`src/rtl/temp_bcd_encoder_pkg.sv`:
```
// Shared constants and FSM encoding for the signed binary to BCD temperature encoder.
package temp_bcd_encoder_pkg;

  localparam int BCD_DIGIT_W    = 4;
  localparam int BCD_DIGITS     = 3;
  localparam int BCD_W          = BCD_DIGIT_W * BCD_DIGITS;
  localparam int ADD3_THRESHOLD = 5;
  localparam int MAX_WIDTH      = 10;
  localparam int CNT_W          = $clog2(MAX_WIDTH + 1);

  typedef enum logic [1:0] {
    ST_IDLE  = 2'd0,
    ST_SHIFT = 2'd1,
    ST_DONE  = 2'd2
  } state_e;

endpackage

```
`src/rtl/temp_bcd_encoder_add3.sv`:
```
// Double-dabble digit adjust: a BCD digit of 5 or more gets 3 added before the next shift.
module bcd_add3
  import temp_bcd_encoder_pkg::*;
(
  input  logic [BCD_DIGIT_W-1:0] d_i,
  output logic [BCD_DIGIT_W-1:0] d_o
);

  assign d_o = (d_i >= BCD_DIGIT_W'(ADD3_THRESHOLD)) ? d_i + BCD_DIGIT_W'(3) : d_i;

endmodule

```
`src/rtl/temp_bcd_encoder.sv`:
```
// Converts a two's-complement temperature sample to sign plus three BCD digits,
// one double-dabble step per cycle, and holds the result until the next conversion.
module temp_bcd_encoder
  import temp_bcd_encoder_pkg::*;
#(
  parameter int WIDTH = 10
) (
  input  logic             clk,
  input  logic             rst,
  input  logic             in_valid,
  input  logic [WIDTH-1:0] in_temp,
  output logic             busy,
  output logic             out_valid,
  output logic [3:0]       temp_value_ones,
  output logic [3:0]       temp_value_tens,
  output logic [3:0]       temp_value_huns,
  output logic             temp_value_sign,
  output logic             overrun
);

  if (WIDTH < 4 || WIDTH > MAX_WIDTH) begin : g_bad_width
    $error("temp_bcd_encoder: WIDTH must be in 4..10");
  end

  state_e             state_q, state_d;
  logic [CNT_W-1:0]   cnt_q, cnt_d;
  logic [WIDTH-1:0]   mag_q, mag_d;
  logic [BCD_W-1:0]   scratch_q, scratch_d;
  logic [BCD_W-1:0]   scratch_adj;
  logic               sign_cap_q, sign_cap_d;
  logic [BCD_W-1:0]   digits_q, digits_d;
  logic               sign_q, sign_d;
  logic               out_valid_q, out_valid_d;
  logic               overrun_q, overrun_d;
  logic [WIDTH-1:0]   in_mag;
  logic               accept;

  // -2^(WIDTH-1) negates to itself, which read unsigned is exactly 2^(WIDTH-1).
  assign in_mag = in_temp[WIDTH-1] ? (~in_temp + 1'b1) : in_temp;

  genvar gi;
  for (gi = 0; gi < BCD_DIGITS; gi++) begin : g_add3
    bcd_add3 u_add3 (
      .d_i(scratch_q[gi*BCD_DIGIT_W +: BCD_DIGIT_W]),
      .d_o(scratch_adj[gi*BCD_DIGIT_W +: BCD_DIGIT_W])
    );
  end

  assign busy   = (state_q == ST_SHIFT);
  // The DONE cycle also accepts, so samples can follow each other every WIDTH+1 cycles.
  assign accept = in_valid && !busy;

  always_comb begin
    state_d     = state_q;
    cnt_d       = cnt_q;
    mag_d       = mag_q;
    scratch_d   = scratch_q;
    sign_cap_d  = sign_cap_q;
    digits_d    = digits_q;
    sign_d      = sign_q;
    out_valid_d = 1'b0;
    overrun_d   = overrun_q | (in_valid & busy);

    if (accept) begin
      sign_cap_d = in_temp[WIDTH-1];
      mag_d      = in_mag;
      scratch_d  = '0;
      cnt_d      = CNT_W'(WIDTH);
    end

    case (state_q)
      ST_IDLE: begin
        if (in_valid) state_d = ST_SHIFT;
      end
      ST_SHIFT: begin
        {scratch_d, mag_d} = {scratch_adj, mag_q} << 1;
        cnt_d              = cnt_q - 1'b1;
        if (cnt_q == CNT_W'(1)) state_d = ST_DONE;
      end
      ST_DONE: begin
        digits_d    = scratch_q;
        sign_d      = sign_cap_q;
        out_valid_d = 1'b1;
        state_d     = in_valid ? ST_SHIFT : ST_IDLE;
      end
      default: state_d = ST_IDLE;
    endcase
  end

  always_ff @(posedge clk or negedge rst) begin
    if (!rst) begin
      state_q     <= ST_IDLE;
      cnt_q       <= '0;
      mag_q       <= '0;
      scratch_q   <= '0;
      sign_cap_q  <= 1'b0;
      digits_q    <= '0;
      sign_q      <= 1'b0;
      out_valid_q <= 1'b0;
      overrun_q   <= 1'b0;
    end else begin
      state_q     <= state_d;
      cnt_q       <= cnt_d;
      mag_q       <= mag_d;
      scratch_q   <= scratch_d;
      sign_cap_q  <= sign_cap_d;
      digits_q    <= digits_d;
      sign_q      <= sign_d;
      out_valid_q <= out_valid_d;
      overrun_q   <= overrun_d;
    end
  end

  assign out_valid       = out_valid_q;
  assign temp_value_ones = digits_q[3:0];
  assign temp_value_tens = digits_q[7:4];
  assign temp_value_huns = digits_q[11:8];
  assign temp_value_sign = sign_q;
  assign overrun         = overrun_q;

endmodule

```
`config.mk`:
```
export PLATFORM = sky130hd
export DESIGN_NAME = temp_bcd_encoder
export DESIGN_NICKNAME = d
export VERILOG_FILES = /design/src/rtl/temp_bcd_encoder_pkg.sv /design/src/rtl/temp_bcd_encoder_add3.sv /design/src/rtl/temp_bcd_encoder.sv
export SDC_FILE = /design/constraint.sdc
export NUM_CORES = 1
export LEC_CHECK = 0
export ABC_AREA = 1
export ABC_CLOCK_PERIOD_IN_PS = 3400
export CORE_MARGIN = 5
export CORE_UTILIZATION = 59
export CTS_CLUSTER_DIAMETER = 100
export DETAILED_ROUTE_END_ITERATION = 12
export PLACE_DENSITY_LB_ADDON = 0.25
export REMOVE_ABC_BUFFERS = 1
export SYNTH_ARGS = -nofsm -noshare
export SYNTH_HDL_FRONTEND = slang
export SYNTH_SLANG_ARGS = --single-unit
```
`constraint.sdc`:
```
create_clock -name clk -period 3.4 [get_ports clk]
set_input_delay 1.02 -clock clk [delete_from_list [all_inputs] [get_ports clk]]
set_output_delay 1.02 -clock clk [all_outputs]
set_load 0.005 [all_outputs]
```
==> flow_summary.toml <==
[outcome]
status = "complete, no violations"

[setup_path]
path_cells = "inv_1 > nand2_4 > inv_4 > clkdlybuf4s50_1"
cp.buffers_inverters = 3
worstSetupStartpointType = "register"
cp-end-kind = "output pin"
rrSetupSlack_ns = 1.99
cp.arrival_ns = 1.65
critPathTopFamily = "buffers and inverters"
r2r-end = "scratch_q[2]"
cp.required_ns = 2.38
critPathMaxFanout = 16
critPathMaxStageDelay_ns = 0.53
ff2ff_path_depth = 8
r2r_start = "scratch_q[0]"
cp_slowest_cell = "clkdlybuf4s50_1"
worst-setup-path-type = "register to output pin"

[die]
boundaryPins = 29
core_um2 = 3660
dieArea_um2 = 5120
rows = 22
fp.dieW_um = 71.5
dieHeight_um = 71.5
start_util = 0.610

[grt]
grt_pass1_vias = 1727
track_usage = 0.178
grt_overflow = 0
antenna_found_initial = 0
grt_pass1_wl_um = 7260
grt_max_degree = 45

[timing]
max_clock_freq_mhz = 374
hold_viol = 0
fin_setup_tns_ns = 0
grt_setup_unrepaired = "false"
period_needed_ns = 2.67
finalCritPeriodShare = 0.786
slew_headroom = 0.376
setup_viol = 0
skew_ns = 0.00784
drv_slew = 0
tightestPinTransition_ns = 0.936

[final_layout]
drive_gt1_frac = 0.0567
multi_input_area_um2 = 905
utilization = 0.720
area_growth_pct = 17.9
diodes = 0
fill_cells = 304
ff_latch_area_um2 = 1100
fin_nets = 321

[yosys]
synth_area_leader_cell = "dfrtp_1"
yosys_warnings = 0
seq_area_frac_synth = 0.493
synth.distinct_cells = 22
synth_area_leaders = "dfrtp_1 49%, nand2_1 11%, inv_1 6.7%"
syn_area_per_cell_um2 = 8.28
netlist_area_um2 = 2230
ys_seq_elements = 44
synth_top_area_share = 0.493
synthCells = 270

[cts]
cts_root_buffer = "clkbuf_8"
numCtsBuffers = 5
ctsResizeCount = 0
htree_levels = 2
clockBufferDepth = 2
clock_sinks = 44
cts_tree = "yes"
postCtsSetupRepairBufs = 0
cts.reportedPaths.clkPinSlew_ns = 0.08
insertion_delay_ns = 0.30
cts_hold_buf = 0

[routing]
detail-route-antenna-nets = 0
drt_iter0_drc = 133
post_drt_wl_per_cell_um = 11.9
avgViaCountPerCell = 5.21
drt_pass1_iterations = 4
drc = 0
drt-total-wl_um = 4160
vias = 1812

[power_and_ir_drop]
power_density_nw_per_um2 = 847
ir_worst_vdd_mv = 0.418
p_leak_uw = 0.00130

[min_path]
hold_depth = 2
min_path_type = "register to register"
hold_end = "digits_q[2]"
holdCritStartpoint = "digits_q[2]"

[flow_run]
cap_violations = 0

[place]
dp_hpwl_um = 2880
io_buffers = 28
place.gp.congestion = 0.845
==> worst max path at each step <==
stage                     startpoint  endpoint  slack (ns)  depth (start not counted)
after floorplan           in_temp[0]  mag_q[8]        1.63                          8
after global placement    state_q[1]      busy        1.06                          4
after detailed placement  state_q[1]      busy        1.03                          4
after CTS                 state_q[1]      busy        0.70                          4
after global routing      state_q[1]      busy        0.63                          4
final                     state_q[1]      busy        0.73                          4
==> worst reg2reg max path: cells and delay by family, from the launching register on <==
family                     cells  cell delay [ns]
AOI/OAI and AO/OA              2             0.28
adders and majority gates      1             0.19
buffers and inverters          2             0.17
DFF                            1             0.43
and+or+nand+nor                3             0.29
==> cell usage in the layout (no fill, tap or decap), drive strengths merged, types with 2 or more instances in the layout <==
cell type | Yosys | routed
nand2 | 70 | 70
dfrtp | 44 | 44
inv | 44 | 44
o21ai | 33 | 33
clkdlybuf4s50 | 0 | 27
nand3 | 19 | 19
nor2 | 17 | 17
o22ai | 11 | 11
ha | 9 | 9
clkbuf | 0 | 7
a21oi | 6 | 6
o21bai | 5 | 5
o211ai | 2 | 2
xor2 | 2 | 2
==> Yosys cell counts (all sizes together) <==
library cell	number
nand2	70
dfrtp	44
inv	44
o21ai	33
nand3	19
nor2	17
o22ai	11
ha	9
a21oi	6
buf	6
o21bai	5
o211ai	2
xor2	2
a22oi	1
xnor2	1
==> layout make-up <==
cell class / instances / area share
inverter: 44 / 0.0636
clock inverter: 1 / 0.0114
tap: 48 / 0.0228
sequential: 44 / 0.418
timing repair buffer: 28 / 0.104
multi-input combinational: 176 / 0.343
clock buffer: 7 / 0.0366
==> routing by layer <==
layer | global-route usage | share of wire | vias up
li1 | - | - | 922
met5 | 0 | 0 | -
met3 | 0.0519 | 0.058 | 7
met4 | 0.0772 | 0.016 | 0
met1 | 0.216 | 0.46 | 840
met2 | 0.295 | 0.47 | 43
==> stage by stage <==
step / power (uW) / hold slack [ns] / area (um^2) / instances / worst slack, ns
2_1_floorplan: 1470 / 0.446 / 2170 / 264 / 1.63
3_3_place_gp: 1760 / 0.464 / 2510 / 340 / 1.06
3_5_place_dp: 1800 / 0.472 / 2510 / 340 / 1.03
4_1_cts: 2250 / 0.488 / 2640 / 348 / 0.698
5_1_grt: 2430 / 0.527 / 2640 / 348 / 0.626
6_report: 2230 / 0.486 / 2640 / 348 / 0.729
==> cell families after synthesis <==
kind of cell | share of synthesized area
simple gates | 0.198
xor+xnor | 0.0118
flops | 0.493
fa+ha+maj | 0.0504
compound gates | 0.145
buf+inv | 0.102
==> report_power, final <==
part           switching [uW]  internal, uW
Sequential                129           745
Clock                     175           259
Combinational             516           408
Total                     819          1410
==> state kept, by name, summed over array words and instances, names as in the netlist <==
register,flops
digits_q,12
scratch_q,12
mag_q,10
cnt_q,4
state_q,2
out_valid,1
overrun,1
sign_cap_q,1
temp_value_sign,1
(Power assumes the default switching activity.)
